===== config.mk =====
export PLATFORM = sky130hd
export DESIGN_NAME = tick_timer
export DESIGN_NICKNAME = d
export VERILOG_FILES = /design/src/rtl/timer_pkg.sv /design/src/rtl/edge_detect.sv /design/src/rtl/tick_timer.sv
export SDC_FILE = /design/constraint.sdc
export NUM_CORES = 1
export LEC_CHECK = 0
export BUFFER_PORTS_ARGS = -buffer_cell sky130_fd_sc_hd__buf_2
export CAP_MARGIN = 20
export CORE_MARGIN = 3
export CORE_UTILIZATION = 25
export CTS_CLUSTER_DIAMETER = 120
export DETAILED_ROUTE_END_ITERATION = 7
export SETUP_SLACK_MARGIN = 0.1
export SLEW_MARGIN = 20
export SYNTH_ARGS = -nofsm -noshare
export SYNTH_HDL_FRONTEND = slang
export SYNTH_SLANG_ARGS = --single-unit
export TNS_END_PERCENT = 1

===== constraint.sdc =====
create_clock -name clk -period 3.2 [get_ports clk]
set_input_delay 0.64 -clock clk [delete_from_list [all_inputs] [get_ports clk]]
set_output_delay 0.64 -clock clk [all_outputs]
set_load 0.02 [all_outputs]

===== src/rtl/timer_pkg.sv =====
// Shared types and constants for the tick timer.
package timer_pkg;

  // Timer FSM states.
  typedef enum logic [1:0] {
    IDLE = 2'd0,
    RUN  = 2'd1,
    DONE = 2'd2
  } timer_state_t;

  // Default width of the count and load value.
  localparam int unsigned TIMER_WIDTH_DEFAULT = 16;

endpackage


===== src/rtl/edge_detect.sv =====
// Rising-edge detector: registers a level and pulses for one cycle on 0->1.
module edge_detect (
  input  logic clk,
  input  logic rst_n,
  input  logic d,
  output logic pulse
);

  logic d_q;

  // Previous-cycle copy of the input level.
  always_ff @(posedge clk or negedge rst_n) begin
    if (!rst_n) begin
      d_q <= 1'b0;
    end else begin
      d_q <= d;
    end
  end

  assign pulse = d & ~d_q;

endmodule


===== src/rtl/tick_timer.sv =====
// Programmable down-counting timer driven by rising edges of the divided clock.
// One-shot or auto-reload expiry, with a one-cycle expiry pulse and sticky irq.
module tick_timer
  import timer_pkg::*;
#(
  parameter int unsigned WIDTH = TIMER_WIDTH_DEFAULT
) (
  input  logic             clk,
  input  logic             rst_n,
  input  logic             clk_d,
  input  logic             load,
  input  logic [WIDTH-1:0] load_val,
  input  logic             start,
  input  logic             stop,
  input  logic             reload_en,
  input  logic             irq_ack,
  output logic [WIDTH-1:0] count,
  output logic             running,
  output logic             expired,
  output logic             irq
);

  timer_state_t     state;
  logic [WIDTH-1:0] reload_reg;
  logic             tick;
  logic             expire;
  logic             reload_ok;

  edge_detect u_edge (
    .clk   (clk),
    .rst_n (rst_n),
    .d     (clk_d),
    .pulse (tick)
  );

  // A start while already running has no effect, so a tick in that cycle is
  // still counted; load and stop both pre-empt the tick.
  assign expire    = !load && !stop && (state == RUN) && tick && (count == WIDTH'(1));
  assign reload_ok = reload_en && (reload_reg != '0);
  assign running   = (state == RUN);

  // FSM, counter and reload register, in load > stop > start > tick priority.
  always_ff @(posedge clk or negedge rst_n) begin
    if (!rst_n) begin
      state      <= IDLE;
      count      <= '0;
      reload_reg <= '0;
    end else if (load) begin
      reload_reg <= load_val;
      count      <= load_val;
      state      <= IDLE;
    end else if (stop) begin
      if (state == RUN) begin
        state <= IDLE;
      end
    end else if (start && (state != RUN)) begin
      if (state == IDLE) begin
        if (count != '0) begin
          state <= RUN;
        end
      end else if (reload_reg != '0) begin
        count <= reload_reg;
        state <= RUN;
      end
    end else if ((state == RUN) && tick) begin
      if (count > WIDTH'(1)) begin
        count <= count - WIDTH'(1);
      end else if (expire) begin
        if (reload_ok) begin
          count <= reload_reg;
        end else begin
          count <= '0;
          state <= DONE;
        end
      end
    end
  end

  // Expiry pulse and sticky interrupt; a new expiry beats a same-cycle ack.
  always_ff @(posedge clk or negedge rst_n) begin
    if (!rst_n) begin
      expired <= 1'b0;
      irq     <= 1'b0;
    end else begin
      expired <= expire;
      if (expire) begin
        irq <= 1'b1;
      end else if (irq_ack) begin
        irq <= 1'b0;
      end
    end
  end

endmodule


After elaboration in Yosys (flattened, before gate mapping)
Index checks and enable logic that the tools add are counted.
W data, S select, Z words.
{ "word_totals": {"reg_bits": 37, "out_inout_bits": 19, "word_cells": 62} }
{ "classes": {"n_addsub": 1, "magnitude_cmp": 1, "n_eq_ne": 11, "n_mux": 22, "bitwise": 2, "n_reduce_logical": 19} }
{ "op_table": {"columns": ["op", "n"], "rows": [
  ["$mux W16", 9],
  ["$reduce_bool A16 Y1", 2],
  ["$mux W2", 11],
  ["$eq A16 B1 Y1 const B", 1],
  ["$gt A16 B1 Y1 const B", 1],
  ["$sub A16 B1 Y16 const B", 1],
  ["$reduce_bool A4 Y1", 3],
  ["$logic_and A1 B1 Y1", 7],
  ["$reduce_and A7 Y1", 1],
  ["$ne A3 B2 Y1 const B", 2],
  ["$ne A5 B3 Y1 const B", 1],
  ["$ne A5 B4 Y1 const B", 1],
  ["$reduce_and A5 Y1", 1],
  ["$ne A4 B3 Y1 const B", 1],
  ["$ne A4 B4 Y1 const B", 1],
  ["$ne A3 B3 Y1 const B", 1],
  ["$reduce_bool A3 Y1", 1],
  ["$eq A2 B1 Y1 const B", 1],
  ["$logic_not A1 Y1", 2],
  ["$logic_not A2 Y1", 1],
  ["$mux W1", 2],
  ["$ne A2 B1 Y1 const B", 1],
  ["$ne A2 B2 Y1 const B", 1],
  ["$reduce_bool A2 Y1", 1],
  ["2 further kinds", 2]
]} }

Logic depth before layout (Yosys ltp)
{ "depth": {"ltp_word": 11, "depth_mapped": 8} }

Hierarchy
From an unflattened synthesis, not the netlist that was laid out.
{ "unflattened": {"hier_cells": 265, "hier_area_um2": 2326.0} }
{ "by_module_without_submodules": {"columns": ["module", "n_inst", "cells_per_inst", "area_each_um2"], "rows": [
  ["tick_timer", 1, 263, 2287.2],
  ["edge_detect", 1, 2, 38.8]
]} }

Worst setup path before layout
No wires, ideal clock.
{ "synth_path": {"path_kind": "register to register", "from": "reg count[0]", "to": "reg count[12]", "setup_time_ns": 0.128, "t_arrival_ns": 2.210, "slack_ns": 0.863, "path_stages_with_launch": 9, "synth_period_minus_slack_ns": 2.337, "path_cell_list": "dfrtp_1 inv_1 ha_1 or4b_1 clkbuf_1 nor4_1 mux2i_1 a32oi_1 mux2_1"} }
{ "synth_via": {"elab_chain_cells": 6, "elab_cells_between_ends": 11, "classes_between": "add/sub: 1; order compare: 1; eq/ne: 1; mux: 5; reduce/logical: 3"} }
{ "synth_rtl": {"columns": ["element", "line", "rtl"], "rows": [
  ["start: declaration", "tick_timer.sv:17", "output logic [WIDTH-1:0] count,"],
  ["start signal: assignment", "tick_timer.sv:50", "count <= load_val;"],
  ["start signal: assignment", "tick_timer.sv:62", "count <= reload_reg;"],
  ["start signal: assignment", "tick_timer.sv:67", "count <= count - WIDTH'(1);"],
  ["$sub A16 B1 Y16 or $gt A16 B1 Y1 (tied branches)", "tick_timer.sv:67, tick_timer.sv:66", null],
  ["$mux W16", "tick_timer.sv:66", "if (count > WIDTH'(1)) begin"],
  ["$mux W16", "tick_timer.sv:65", "end else if ((state == RUN) && tick) begin"],
  ["$mux W16", "tick_timer.sv:56", "end else if (start && (state != RUN)) begin"],
  ["$mux W16", "tick_timer.sv:52", "end else if (stop) begin"],
  ["$mux W16", "tick_timer.sv:48", "end else if (load) begin"]
]} }
Several ways; a longest one is shown, not always the timed one. The select of a mux whose other input is x is not followed.
A chain may end at the register's enable or synchronous reset.

Final worst setup path
Same ends and word-level chain as after synthesis.

==> impl_metrics.yaml <==
drt:
  drt_iter0_markers: 161
  viasPerCell: 5.331
  totalWireLength_um: 6381
  dr_total_vias: 1999
  dr.pass1.iters: 5
  drcViolationCount: 0
  ant_nets: 0
  wl_per_cell_um: 17.02
logic_synthesis:
  synth.avg_cell_area_sq_um: 9.901
  async_flop_share_pct: 100.0
  synthCells: 230
  ys_ff_latch: 37
  ys.flop_type: "dfrtp_1"
  yosysSeqAreaShare_pct: 40.66
  syn_area_sq_mm: 0.002277
  synth_top_cell_area_share_pct: 40.66
  synth_top_cell_by_area: "dfrtp_1"
  synthTopCellsByCount: "dfrtp_1, nand2_1, mux2_2, nand2b_1, inv_1"
  syn-num-nets: 257
  synthTopCellsByArea: "dfrtp_1, mux2_2, nand2b_1, a221oi_1, nand2_1"
  synth_most_common_cell: "dfrtp_1"
  ys_warn_count: 0
  synth_edf_count: 0
  ys_types: 61
critical_path:
  r2r-start: "count[0]$_DFFE_PN0P_"
  critPathKind: "register to register"
  slowest_delay_ps: 620
  critPathRequiredTime_ps: 3380
  r2r-end: "count[12]$_DFFE_PN0P_"
  worstPathArrival_ps: 2960
  crit_fanout: 7
  reg2reg_depth: 7
  cp-endpoint: "count[12]$_DFFE_PN0P_"
  startpoint_type: "register"
  r2r_slack_ps: 420
  crit_chain: "inv_1 > ha_1 > or4b_1 > nor4_1 > mux2i_1 > a32oi_1 > mux2_1"
  worstSetupStartpoint: "count[0]$_DFFE_PN0P_"
  path_delay_family: "simple AND/OR/NAND/NOR gates"
  timing.critical_path.buf_inv: 1
  critPathCaptureType: "register"
  slowest_stage: "or4b_1"
  worst-path-stages: 7
sta:
  period_minus_slack_ps: 2777
  hold_viol_final: 0
  tightest_slew_ps: 965.8
  fin_ws_ps: 422.8
  rsz0062_at_grt: "false"
  min_period_over_period_pct: 86.79
  relSlewSlack_pct: 35.61
  holdWs_ps: 459.1
  setup_tns_ps: 0
  setup_viol: 0
  finalClockSkew_ps: 4.584
  fmax_mhz: 360.1
  slew_viol_final: 0
final_layout:
  final_nets: 293
  antenna_cells: 0
  fill_cells: 919
  area_delta_synth_final_pct: 17.91
  register_area_sq_um: 925.9
  final_cell_area_sq_mm: 0.002685
  drive_gt1_share_pct: 27.34
  fin_util_pct: 30.49
  multi_input_area_sq_mm: 0.001234
worst_hold_path:
  min_path_type: "primary input to asynchronous set/reset pin"
cts:
  root_buffer: "clkbuf_8"
  cts_buffers: 5
  clk_path_buf_depth: 2
  worstSkewPairLatency_ps: 290
  h-tree-depth: 2
  numClockSinks: 37
  cts_tree: "built"
  cts_setup_buffers: 0
  cts.clk_slew.worst_paths_ps: 80
  postCtsHoldBufs: 0
  ctsResizeCount: 0
pwr:
  ir_worst_vdd_mv: 0.1820
  p_leak_nw: 1.137
  cellPowerDensity_mw_per_mm2: 494.9
placement:
  gp_congestion: 0.8318
  port_buffers: 42
  placed_cell_area_sq_mm: 0.002569
  place_ws_ps: 561.6
  detailed_place_hpwl_um: 4541
floorplan:
  fp.dieH_um: 101.4
  dieArea_sq_mm: 0.01029
  die_x_um: 101.4
  fp-row-count: 34
  io_pins: 43
  coreArea_sq_mm: 0.008806
  start_util_pct: 25.86
grt:
  grt_usage_pct: 12.81
  grt_pass1_wl_um: 10520
  grt_max_degree: 44
  grt_pass1_vias: 2053
  grt_overflow: 0
  antenna_found_initial: 0
job:
  max-cap-violations: 0
outcome:
  outcome: "complete, no violations"
where the power goes:
part / internal (mW) / switching [mW] / leakage, nW
clock network: 0.254 / 0.177 / 0.0585
registers: 0.518 / 0.0737 / 0.447
logic: 0.129 / 0.178 / 0.631
layout by cell type (no fill, tap or decap), types with 3 or more instances in the layout:
cell | netlist | layout
mux2_2 | 14 | 14
clkbuf_8 | 0 | 6
buf_4 | 1 | 3
ha_1 | 3 | 3
a221oi_1 | 7 | 7
o2bb2ai_1 | 5 | 5
a21oi_1 | 3 | 3
buf_2 | 4 | 42
xnor2_1 | 4 | 4
inv_1 | 11 | 11
nand2b_1 | 14 | 14
nand3_1 | 8 | 8
nor2_1 | 10 | 10
o211ai_1 | 6 | 6
nor3_1 | 7 | 7
nand2_1 | 15 | 15
a32o_1 | 4 | 4
dfrtp_1 | 37 | 37
a221o_1 | 5 | 5
xor2_1 | 3 | 3
nor4_1 | 7 | 7
metrics by stage:
stage,total power [mW],cells
floorplan,0.7973,230
global placement,0.9020,367
detailed placement,0.9073,367
CTS,1.339,375
global route,1.400,375
finish,1.329,375
worst min-delay path by stage:
stage,start,end,slack [ps],cells past startpoint
5_1_grt,clk_d,u_edge.d_q$_DFF_PN0_,460,1
2_1_floorplan,rst_n,count[0]$_DFFE_PN0P_,340,0
3_3_place_gp,irq$_DFFE_PN0P_,irq$_DFFE_PN0P_,460,1
3_5_place_dp,irq$_DFFE_PN0P_,irq$_DFFE_PN0P_,460,1
4_1_cts,clk_d,u_edge.d_q$_DFF_PN0_,460,1
6_report,rst_n,state[1]$_DFFE_PN0P_,460,1
cell families after synthesis:
group	Yosys count	share of synthesized area [%]
AO/OA/AOI/OAI	56	20.38
XOR/XNOR	7	2.692
adder cells (fa/ha/maj)	3	1.649
buffers and inverters	27	5.165
flip-flops	37	40.66
multiplexers	16	7.857
AND/OR/NAND/NOR	84	21.59
worst reg2reg max path, delay by kind of cell (launching register included):
family                   cells  cell delay (ps)
AO/OA/AOI/OAI                1              100
adder cells (fa/ha/maj)      1              250
buffers and inverters        1              130
flip-flops                   1              450
multiplexers                 2              560
AND/OR/NAND/NOR              2             1180
per-layer routing:
metal  track usage [%]  wire [um]  vias to the layer above
li1                  -          -                      945
met1             17.96       3004                      971
met2             20.47       2978                       73
met3             2.204        331                       10
met4             3.272         67                        0
met5                 0          0                        -
area by class of cell:
class	instances	area share, %
multi-input combinational	166	45.95
sequential	37	34.48
tap	108	5.033
clock inverter	1	1.118
timing repair buffer	45	8.667
clock buffer	7	3.215
inverter	11	1.538
No activity file was read; power rests on OpenSTA's default activity.
